--- config.mk ---
export PLATFORM = sky130hd
export DESIGN_NAME = uart_out
export DESIGN_NICKNAME = d
export VERILOG_FILES = /design/src/rtl/uart_out.sv
export SDC_FILE = /design/constraint.sdc
export NUM_CORES = 1
export LEC_CHECK = 0
export ABC_AREA = 1
export CAP_MARGIN = 10
export CELL_PAD_IN_SITES_DETAIL_PLACEMENT = 2
export CELL_PAD_IN_SITES_GLOBAL_PLACEMENT = 2
export CORE_MARGIN = 3
export CORE_UTILIZATION = 38
export CTS_BUF_LIST = sky130_fd_sc_hd__clkbuf_16
export DETAILED_ROUTE_END_ITERATION = 12
export GPL_TIMING_DRIVEN = 0
export PLACE_DENSITY = 0.8
export SLEW_MARGIN = 40
export SYNTH_ARGS = -nofsm -noshare
export SYNTH_HDL_FRONTEND = slang
export SYNTH_SLANG_ARGS = --single-unit
--- constraint.sdc ---
create_clock -name clk -period 2.5 [get_ports clk]
set_input_delay 0.5 -clock clk [delete_from_list [all_inputs] [get_ports clk]]
set_output_delay 0.5 -clock clk [all_outputs]
set_load 0.1 [all_outputs]
--- src/rtl/uart_out.sv ---
// uart_out -- byte-wide 8N1 UART transmitter, LSB first, with a small
// transmit FIFO in front of the serialiser.
//
// Parameters:
//   CLKS_PER_BIT  clk cycles per serial bit (>= 2)
//   FIFO_DEPTH    transmit FIFO entries (power of 2, >= 2)
// Ports:
//   clk      system clock, rising edge
//   rst_n    asynchronous active-low reset
//   byte_in  byte to send, taken when valid && ready
//   valid    byte_in is presented
//   ready    FIFO not full (depends only on registered count)
//   uart_tx  registered serial output, idles high
//   busy     registered: frame in progress or FIFO non-empty
module uart_out #(
   parameter int unsigned CLKS_PER_BIT = 234,
   parameter int unsigned FIFO_DEPTH   = 4
) (
   input  logic       clk,
   input  logic       rst_n,
   input  logic [7:0] byte_in,
   input  logic       valid,
   output logic       ready,
   output logic       uart_tx,
   output logic       busy
);

   localparam int unsigned AW = $clog2(FIFO_DEPTH);
   localparam int unsigned CW = AW + 1;
   localparam int unsigned BW = $clog2(CLKS_PER_BIT);
   localparam logic [BW-1:0] BAUD_LAST = BW'(CLKS_PER_BIT - 1);
   localparam logic [CW-1:0] FULL_CNT  = CW'(FIFO_DEPTH);

   typedef enum logic [1:0] {IDLE, START, DATA, STOP} state_t;

   // FIFO storage and bookkeeping
   logic [7:0]    mem [FIFO_DEPTH];
   logic [AW-1:0] wr_ptr, rd_ptr;
   logic [CW-1:0] count;
   logic          push, pop;
   logic          fifo_empty;

   // Serialiser state
   state_t        state, state_n;
   logic [BW-1:0] baud_cnt, baud_n;
   logic [2:0]    bit_cnt, bit_n;
   logic [7:0]    shift, shift_n;
   logic          tx_n;
   logic          baud_end;

   assign ready      = (count != FULL_CNT);
   assign push       = valid && ready;
   assign fifo_empty = (count == '0);
   assign baud_end   = (baud_cnt == BAUD_LAST);

   always_ff @(posedge clk) begin
      if (push)
         mem[wr_ptr] <= byte_in;
   end

   always_ff @(posedge clk or negedge rst_n) begin
      if (!rst_n) begin
         wr_ptr <= '0;
         rd_ptr <= '0;
         count  <= '0;
      end else begin
         if (push)
            wr_ptr <= wr_ptr + 1'b1;
         if (pop)
            rd_ptr <= rd_ptr + 1'b1;
         case ({push, pop})
            2'b10:   count <= count + 1'b1;
            2'b01:   count <= count - 1'b1;
            default: count <= count;
         endcase
      end
   end

   always_ff @(posedge clk or negedge rst_n) begin
      if (!rst_n) begin
         state    <= IDLE;
         baud_cnt <= '0;
         bit_cnt  <= '0;
         shift    <= '0;
         uart_tx  <= 1'b1;
         busy     <= 1'b0;
      end else begin
         state    <= state_n;
         baud_cnt <= baud_n;
         bit_cnt  <= bit_n;
         shift    <= shift_n;
         uart_tx  <= tx_n;
         busy     <= (state != IDLE) || !fifo_empty;
      end
   end

   // The line value for the next period is decided here so uart_tx stays
   // a plain register; the FIFO head is popped straight into the shifter.
   always_comb begin
      state_n = state;
      baud_n  = baud_cnt;
      bit_n   = bit_cnt;
      shift_n = shift;
      tx_n    = uart_tx;
      pop     = 1'b0;
      case (state)
         IDLE: begin
            tx_n   = 1'b1;
            baud_n = '0;
            if (!fifo_empty) begin
               pop     = 1'b1;
               shift_n = mem[rd_ptr];
               tx_n    = 1'b0;
               state_n = START;
            end
         end
         START: begin
            if (baud_end) begin
               baud_n  = '0;
               bit_n   = '0;
               tx_n    = shift[0];
               state_n = DATA;
            end else begin
               baud_n = baud_cnt + 1'b1;
            end
         end
         DATA: begin
            if (baud_end) begin
               baud_n  = '0;
               shift_n = {1'b0, shift[7:1]};
               if (bit_cnt == 3'd7) begin
                  tx_n    = 1'b1;
                  state_n = STOP;
               end else begin
                  bit_n = bit_cnt + 1'b1;
                  tx_n  = shift[1];
               end
            end else begin
               baud_n = baud_cnt + 1'b1;
            end
         end
         STOP: begin
            if (baud_end) begin
               baud_n = '0;
               // A waiting byte starts immediately: no idle gap between frames.
               if (!fifo_empty) begin
                  pop     = 1'b1;
                  shift_n = mem[rd_ptr];
                  tx_n    = 1'b0;
                  state_n = START;
               end else begin
                  state_n = IDLE;
               end
            end else begin
               baud_n = baud_cnt + 1'b1;
            end
         end
         default: begin
            state_n = IDLE;
            tx_n    = 1'b1;
         end
      endcase
   end

endmodule

# [Yosys cells after proc, flatten, opt, wreduce, memory -nomap -nowiden]
# Memories as Yosys holds them, arrays and structs flattened.
# Cells that the tools add are included.
[word_totals] word_cells=75 register_bits=30 romBits=0 in_bits=11 ramBits=32 n_memories=1 out_inout_bits=3 latchBits=0
[memory_table] name="mem" depth=4 width=8 rd=1 rd_clocked_by_memory_dff=0 write_ports=1 line_no="37" text="logic [7:0] mem [FIFO_DEPTH];"
[op_classes] bitwise_logic=0 div_mod_pow=0 n_shift=0 eq_ne=15 n_mux=30 n_reduce_logical=14 n_lt_le_gt_ge=0 n_mul=0 n_addsub=6
[op_table] op="$mux 8" n=4
[op_table] op="$pmux 8 s3" n=1
[op_table] op="$pmux 8 s2" n=1
[op_table] op="$ne 2x2->1 const B" n=7
[op_table] op="$pmux 3 s2" n=2
[op_table] op="$mux 1" n=11
[op_table] op="$mux 2" n=5
[op_table] op="$mux 3" n=3
[op_table] op="$add 8x1->8 const B" n=1
[op_table] op="$eq 8x8->1 const B" n=1
[op_table] op="$pmux 2 s4" n=1
[op_table] op="$reduce_and 4->1" n=2
[op_table] op="$add 3x1->3 const B" n=2
[op_table] op="$eq 2x2->1 const B" n=3
[op_table] op="$reduce_bool 2->1" n=3
[op_table] op="$reduce_and 5->1" n=1
[op_table] op="$add 2x1->2 const B" n=2
[op_table] op="$eq 2x1->1 const B" n=2
[op_table] op="$pmux 1 s4" n=1
[op_table] op="$eq 3x3->1 const B" n=1
[op_table] op="$logic_not 3->1" n=1
[op_table] op="$ne 3x3->1 const B" n=1
[op_table] op="$reduce_and 3->1" n=1
[op_table] op="$reduce_bool 3->1" n=1
[op_table] op="other kinds (7)" n=7

# [Logic depth before layout (Yosys ltp)]
# Gate-level depths: netlist of run 1.
[logic_depth] ltp_word=6 ltp_mapped=16 depth_no_buf=16

# [Worst setup path after synthesis of run 1]
# OpenSTA, ideal clock, no wires.
[synth_path] path_kind="flip-flop to flip-flop" start="reg count[1]" end="reg count[2]" required_ps=2369 setup_slack_ps=-72 arrival_time_ps=2441 stages_incl_launch_ff=10 setup_time_ps=131 synth_period_minus_slack_ps=2572 path_buffers=0 path_cell_list="dfrtp_1 > nor2_2 > nand2_1 > nand2_2 > ha_1 > inv_1 > fa_1 > a21oi_1 > o21ai_0 > xor2_1"
[synth_via] word_cells_on_any_way=12 classes_between="2 x add/sub; 3 x eq/ne; 4 x mux; 3 x reduce/logical"
[synth_rtl] element="start, declared" line_no="39" text="logic [CW-1:0] count;"
[synth_rtl] element="start signal, assigned" line_no="72" text="2'b10: count <= count + 1'b1;"
[synth_rtl] element="start signal, assigned" line_no="73" text="2'b01: count <= count - 1'b1;"
[synth_rtl] element="start signal, assigned" line_no="74" text="default: count <= count;"
[synth_rtl] element="$ne 3x3->1 (*)" line_no="51" text="assign ready = (count != FULL_CNT);"
[synth_rtl] element="named net ready" line_no="23" text="output logic ready,"
[synth_rtl] element="$logic_and 1x1->1 (*)" line_no="52" text="assign push = valid && ready;"
[synth_rtl] element="$eq 2x1->1 / $eq 2x2->1 (equally long branches)" line_no="71" text="case ({push, pop})"
[synth_rtl] element="$pmux 3 s2 / $reduce_bool 2->1 (equally long branches)"
# The timed path passes the listed nets; every way through them passes the cells marked *.
# A chain may end at the register's enable or synchronous reset.

# [Final worst setup path of run 1]
[layout_path] start="reg state[1]" end="reg count[2]"
[layout_via] elab_chain_len=4 word_cells_on_any_way=7 classes_between="3 x eq/ne; 2 x mux; 2 x reduce/logical"
[layout_rtl] element="start, declared" line_no="44" text="state_t state, state_n;"
[layout_rtl] element="start signal, assigned" line_no="88" text="state <= state_n;"
[layout_rtl] element="$eq 2x2->1 / $logic_not 2->1 (equally long branches)" line_no="106" text="case (state)"
[layout_rtl] element="$pmux 1 s2 (*)" line_no="106"
[layout_rtl] element="named net pop" line_no="40" text="logic push, pop;"
[layout_rtl] element="$eq 2x1->1 / $eq 2x2->1 (equally long branches)" line_no="71"
[layout_rtl] element="$pmux 3 s2 / $reduce_bool 2->1 (equally long branches)"
# Marks and branches as above.

==> results by group, run 1 <==
Worst hold path
  – HP Class: input port to async pin

Timing
  – Crit share post-route: 93.4%
  – Slew HR: 62.1%
  – Worst Skew: 0.00315 ns
  – RSZ-0062 raised after global routing: no
  – Final hold slack: 0.107 ns
  – F_max: 0.428 GHz
  – Period minus WS final: 2.34 ns
  – Setup TNS: 0 ns
  – Slew @ Worst Pin: 0.567 ns
  – Hold Violations, Final: 0
  – Final Max Slew Viols: 0
  – Final setup vio count: 0

Pwr
  – Static leakage: 1.65 nW
  – Worst vdd ir: 0.000534 V
  – Pwr dens: 852 nW/µm²

Drt
  – Drt drc: 0
  – Routed Antenna Nets: 0
  – Routed via count: 2243
  – Iter 0 DRT Violations: 63
  – Drt wl/cell: 17.3 µm
  – Drt pass-1 iters: 4
  – WL final: 7.74 mm
  – Via/cell ratio: 5.01

Logic synthesis
  – #FFs+latches synth: 62
  – Mapped Avg Cell Area: 9.48 µm²
  – Syn Nets: 344
  – Post-synthesis cell type count: 30
  – Syn. warnings: 0
  – Post-synthesis cell area: 3000 µm²
  – Gate Count Post-Synth: 317
  – Seq/Total Area, Yosys: 57.0%

GRT
  – Largest net degree at the start of global routing: 17
  – Remaining Overflow, GRT: 0
  – Vias in the first global route: 2556
  – First-pass GRT wire length: 12.9 mm
  – Initial antenna violation count: 0
  – GRT Total Usage: 19.4%

Die
  – Std cell rows: 31
  – Die area: 9010 µm²
  – Core area: 7450 µm²
  – Die height: 94.9 µm
  – Die W: 94.9 µm
  – Initial Util: 40.3%
  – I/O Pins: 14

Critical path
  – CP Cell Sequence: ha_1 -> inv_1 -> a21oi_1 -> nand2_1 -> nand2_2 -> nand2_1 -> inv_1 -> ha_2 -> inv_2 -> fa_2 -> a21oi_2 -> o21ai_2 -> xor2_1
  – CP Launch Type: flop
  – Crit Reg-Reg Startpoint: state[1]
  – Critical path's largest stage delay: 0.42 ns
  – CP Buf/Inv Count: 3
  – R2R depth: 13
  – R2R setup slack: 0.16 ns
  – Max stage delay cell, worst path: dfrtp_1
  – Delay-heaviest family, CP: adder cells
  – Worst Setup End Kind: flop
  – WP data required: 2.72 ns
  – CP max FO: 5
  – Worst Path Class, Setup: flop to flop
  – WP data arrival: 2.55 ns
  – Capture point of the worst reg-to-reg path: count[2]

Clocking
  – Clock Latency Late Sink: 0.33 ns
  – Hold Buf Count CTS: 0
  – CTS sink count: 62
  – CTS tree: built
  – Htree depth: 3
  – Worst-path clk slew: 0.06 ns
  – CTS root buf: clkbuf_16
  – Maximum clock path buffer count: 2
  – Total CTS buffers: 9

Layout
  – Fill count: 801
  – Layout cell share with drive strength beyond 1: 18.1%
  – Area grow syn2layout: 21.2%
  – Diode count: 0
  – Nets: 371

Outcome
  – Status: finished clean

Run
  – Max-cap check violation count: 0

Placement
  – Port Buffers: 13
  – Post-DP HPWL: 5.23 mm
  – RePlAce Congestion: 0.735
-- synthesized netlist by cell type --
library cell / count / area share (%)
nand4_1: 1 / 0.21
buf_2: 1 / 0.17
nor2_4: 1 / 0.37
fa_1: 1 / 0.67
ha_1: 15 / 6.2
a31oi_1: 1 / 0.21
inv_4: 1 / 0.21
a21oi_4: 1 / 0.54
nand3_1: 27 / 4.5
inv_1: 32 / 4.0
nor2_1: 17 / 2.1
edfxtp_1: 32 / 32
dfrtp_1: 29 / 24
nand2_4: 2 / 0.75
o21ai_0: 5 / 0.83
inv_2: 4 / 0.50
nand2_2: 5 / 1.0
nor3_1: 2 / 0.33
nor2_2: 2 / 0.42
buf_4: 3 / 0.75
buf_6: 1 / 0.37
dfstp_2: 1 / 0.87
nand3_2: 1 / 0.33
nand2_1: 115 / 14
o21ai_4: 1 / 0.54
xnor2_1: 2 / 0.58
a21oi_1: 7 / 1.2
xor2_1: 4 / 1.2
o21ai_1: 2 / 0.33
nand3b_1: 1 / 0.25
-- per-stage QoR --
step | utilization, % | power [W] | instance area, µm² | std cells | setup WS (ns)
after floorplan | - | 0.00160 | 3010 | 317 | 0.258
after global placement | 43.8 | 0.00172 | 3260 | 429 | 0.128
after detailed placement | 43.9 | 0.00174 | 3270 | 430 | 0.0763
after CTS | 48.2 | 0.00311 | 3590 | 446 | 0.0350
after global routing | 48.9 | 0.00324 | 3640 | 448 | 0.00305
final | 48.9 | 0.00310 | 3640 | 448 | 0.164
-- layer usage --
metal	part of all wire (%)	vias to the layer above	track usage (%)
met1	41	1139	21.2
li1	-	1067	-
met2	54	23	36.1
met5	0	-	0
met4	2.2	0	9.38
met3	2.3	14	3.35
-- logic make-up (layout without fill, tap and decap cells) --
| group | after synthesis | after routing | share of synthesized area (%) |
|---|---|---|---|
| xor+xnor | 6 | 6 | 1.75 |
| buf+inv | 42 | 74 | 6.00 |
| simple gates | 174 | 174 | 24.7 |
| compound gates | 17 | 17 | 3.62 |
| fa+ha+maj | 16 | 16 | 6.91 |
| flops | 62 | 62 | 57.0 |
-- registers in the layout (all words and copies together), names as in the netlist --
| register | flops |
|---|---|
| baud_cnt | 8 |
| bit_cnt | 3 |
| busy | 1 |
| count | 3 |
| mem | 32 |
| rd_ptr | 2 |
| shift | 8 |
| state | 2 |
| uart_tx | 1 |
| wr_ptr | 2 |
-- cell type report --
class,count,area (µm²),area share (%)
flip-flops and latches,62,1710,47.1
multi-input cells,213,1150,31.5
clock buffers,9,225,6.18
repair buffers,16,153,4.19
inverters,37,141,3.88
well taps,99,124,3.40
clock inverters,7,97.6,2.68
plain buffers,5,38.8,1.06
-- placed cells by master, fill, tap and decap left out, types with 2 or more instances in the layout --
master | synthesis | layout
clkdlybuf4s50_1 | 0 | 9
buf_2 | 1 | 5
dfrtp_1 | 29 | 28
a21oi_1 | 7 | 6
o21ai_0 | 5 | 4
clkbuf_16 | 0 | 9
edfxtp_1 | 32 | 32
nand3_1 | 27 | 27
buf_4 | 3 | 5
bufinv_16 | 0 | 2
inv_2 | 4 | 7
nand2_4 | 2 | 2
nor2_2 | 2 | 5
inv_1 | 32 | 29
nor3_1 | 2 | 2
o21ai_1 | 2 | 2
xnor2_1 | 2 | 2
ha_1 | 15 | 13
nor2_4 | 1 | 2
nand2_2 | 5 | 8
nor2_1 | 17 | 13
clkinvlp_4 | 0 | 2
ha_2 | 0 | 2
xor2_1 | 4 | 4
nand2_1 | 115 | 112
-- worst max path at each step --
| stage | start | endpoint | slack [ns] | depth (start not counted) |
|---|---|---|---|---|
| floorplan | count[1] | count[2] | 0.26 | 9 |
| global placement | baud_cnt[1] | count[2] | 0.13 | 16 |
| detailed placement | baud_cnt[1] | count[2] | 0.08 | 16 |
| CTS | state[0] | count[2] | 0.03 | 13 |
| global route | baud_cnt[1] | count[2] | 0.003 | 16 |
| finish | state[1] | count[2] | 0.16 | 13 |
-- where the power goes --
group	internal (W)	switching, W	total (W)
clock	0.000875	0.000476	0.00135
sequential	0.00123	0.0000655	0.00130
combinational	0.000133	0.000318	0.000451
-- timing repair --
action,in CTS,in global routing
setup endpoints to repair,0,1
buffers inserted,0,2
resized for setup,0,13
No activity file was read; power rests on OpenSTA's default activity.
==> inputs of run 2 (changes only) <==
SETUP_SLACK_MARGIN = 0.3   (was not set)
==> results by group, run 2 (same netlist as run 1, synthesis figures left out) <==
Clocking
  – CTS sink count: 62 (unchanged)
  – Maximum clock path buffer count: 2 (unchanged)
  – Clock Latency Late Sink: 0.33 ns (about the same)
  – Htree depth: 3 (unchanged)
  – Total CTS buffers: 9 (unchanged)
  – Worst-path clk slew: 0.06 ns (about the same)
  – Hold Buf Count CTS: 0 (unchanged)
  – CTS tree: built
  – CTS root buf: clkbuf_16

Drt
  – Met3 wire length: 205 µm (+15%)
  – WL final: 8.43 mm (+9.0%)
  – Drt pass-1 iters: 4 (unchanged)
  – Iter 0 DRT Violations: 67 (+6.3%)
  – Via/cell ratio: 5.04 (+0.75%)
  – Max Used Layer: met4
  – Drt drc: 0 (unchanged)
  – Routed Antenna Nets: 0 (unchanged)
  – Wl on met1: 3.47 mm (+8.3%)
  – Met2 wire len: 4.58 mm (+9.3%)
  – Drt wl/cell: 18.6 µm (+7.8%)
  – Routed via count: 2285 (+1.9%)

Layout
  – Core Util, Final: 49.6% (+0.72 points)
  – Area grow syn2layout: 23.0%
  – Nets: 376 (+1.3%)
  – Diode count: 0 (unchanged)
  – Largest register FFs: 32 (unchanged)
  – Largest Register: mem
  – Register cell area after layout: 1720 µm² (about the same)
  – Area of the multi-input gates: 1180 µm² (+2.8%)
  – Fill count: 781 (-2.5%)
  – Most common cell after layout, fill and taps aside: nand2_1
  – Leading cell types in the layout, fill and taps excluded: 110 x nand2_1, 32 x edfxtp_1, 27 x nand3_1, 27 x dfrtp_1, 26 x inv_1
  – Largest registers: mem (32), baud_cnt (8), shift (8)
  – Layout cell share with drive strength beyond 1: 20.6% (+2.6 points)

Pwr
  – Sw Ratio: 29.9% (+2.2 points)
  – Clock share of power: 41.6% (-2.0 points)
  – Pint: 0.00216 W (-3.6%)
  – Combinational share of power: 16.1% (+1.6 points)
  – Static leakage: 1.68 nW (+1.9%)
  – Pwr dens: 835 nW/µm² (-2.0%)
  – Worst vdd ir: 0.000473 V (-11%)
  – Sequential power share: 42.3% (+0.4 points)
  – NetSw: 0.000924 W (+7.4%)

Timing
  – Slew @ Worst Pin: 0.787 ns (+0.220 ns)
  – Final setup vio count: 0 (unchanged)
  – Worst Skew: 0.00505 ns (+0.00190 ns)
  – Period minus WS final: 2.22 ns (-0.118 ns)
  – Crit share post-route: 88.7% (-4.7 points)
  – Hold Violations, Final: 0 (unchanged)
  – Slew HR: 47.3% (-15 points)
  – F_max: 0.451 GHz (+5.3%)
  – RSZ-0062 raised after global routing: yes
  – Final Max Slew Viols: 0 (unchanged)
  – Setup TNS: 0 ns (unchanged)

Critical path
  – R2R setup slack: 0.28 ns (+0.12 ns)
  – Crit Reg-Reg Startpoint: state[0]
  – Capture point of the worst reg-to-reg path: count[2]
  – Worst Path Class, Setup: flop to flop
  – WP data required: 2.71 ns (about the same)
  – CP Launch Type: flop
  – End point of the critical path: count[2]
  – Crit path launch: state[0]
  – WP data arrival: 2.43 ns (-0.12 ns)
  – Worst Setup End Kind: flop
  – R2R depth: 13 (unchanged)
  – CP max FO: 6 (+1)

Run
  – Max-cap check violation count: 0 (unchanged)

Die
  – Die height: 94.9 µm (unchanged)
  – Die W: 94.9 µm (unchanged)
  – I/O Pins: 14 (unchanged)
  – Die area: 9010 µm² (unchanged)
  – Std cell rows: 31 (unchanged)
  – Core area: 7450 µm² (unchanged)
  – Initial Util: 40.3% (unchanged)

Placement
  – RePlAce Congestion: 0.731 (-0.48%)
  – Post-DP HPWL: 5.14 mm (-1.7%)
  – Port Buffers: 13 (unchanged)

GRT
  – Initial antenna violation count: 0 (unchanged)
  – Largest net degree at the start of global routing: 17 (unchanged)
  – Vias in the first global route: 2647 (+3.6%)
  – First-pass GRT wire length: 14.1 mm (+9.5%)
  – GRT Total Usage: 21.4% (+2.0 points)
  – Remaining Overflow, GRT: 0 (unchanged)

Worst hold path
  – HP Class: input port to async pin

Outcome
  – Status: finished clean
[run 2: layer usage]
| metal | global-route usage (%) | vias up |
|---|---|---|
| met1 | 24.0 | 1149 |
| met2 | 39.3 | 36 |
| met3 | 3.90 | 20 |
| li1 | - | 1080 |
| met4 | 9.38 | 0 |
| met5 | 0 | - |
[run 2: timing repair]
| item | 4_1_cts | 5_1_grt |
|---|---|---|
| setup endpoints to repair | 2 | 2 |
| buffers inserted | 6 | 1 |
| pin swaps | 6 | 5 |
| hold endpoints to repair | 0 | 0 |
| resized for setup | 19 | 4 |
[run 2: power by group through the flow]
stage          Clock [W]  Combinational (W)  Sequential [W]
2_1_floorplan          0           0.000306         0.00130
3_3_place_gp           0           0.000416         0.00131
3_5_place_dp           0           0.000437         0.00132
4_1_cts          0.00130           0.000480         0.00130
5_1_grt          0.00136           0.000555         0.00132
6_report         0.00128           0.000496         0.00130
[run 2: per-stage QoR]
stage / instance area, µm² / std cells / power (W) / setup slack, ns / hold slack, ns
finish: 3700 / 453 / 0.00309 / 0.282 / 0.0984
global route: 3700 / 453 / 0.00323 / 0.160 / 0.125
CTS: 3670 / 452 / 0.00309 / 0.315 / 0.111
detailed placement: 3270 / 430 / 0.00176 / 0.0553 / 0.457
global placement: 3270 / 429 / 0.00173 / 0.142 / 0.460
floorplan: 3010 / 317 / 0.00160 / 0.362 / 0.204
[run 2: cell type report]
type                    count  area share (%)
inverters                  37            3.83
flip-flops and latches     62            46.4
repair buffers             21            5.15
clock buffers               9            6.09
well taps                  99            3.35
clock inverters             7            2.17
plain buffers               5            1.05
multi-input cells         213            32.0
[run 2: worst min-delay path by stage]
stage,start,endpoint,slack (ns),cells after the start
floorplan,rst_n,baud_cnt[0],0.20,0
global placement,uart_tx,uart_tx,0.46,2
detailed placement,rst_n,baud_cnt[2],0.46,1
CTS,rst_n,baud_cnt[2],0.11,1
global route,rst_n,baud_cnt[2],0.13,1
finish,rst_n,baud_cnt[3],0.1,1
[run 2: critical path, stage by stage (launching register included)]
cell and delay (ns):
dfrtp_2 0.44, ha_1 0.19, inv_1 0.10, a21oi_2 0.17, nand2_2 0.08, nand2_2 0.08
nand2_2 0.06, inv_2 0.08, ha_4 0.13, inv_2 0.04, fa_2 0.34, a21oi_2 0.14
o21ai_1 0.09, xor2_1 0.15
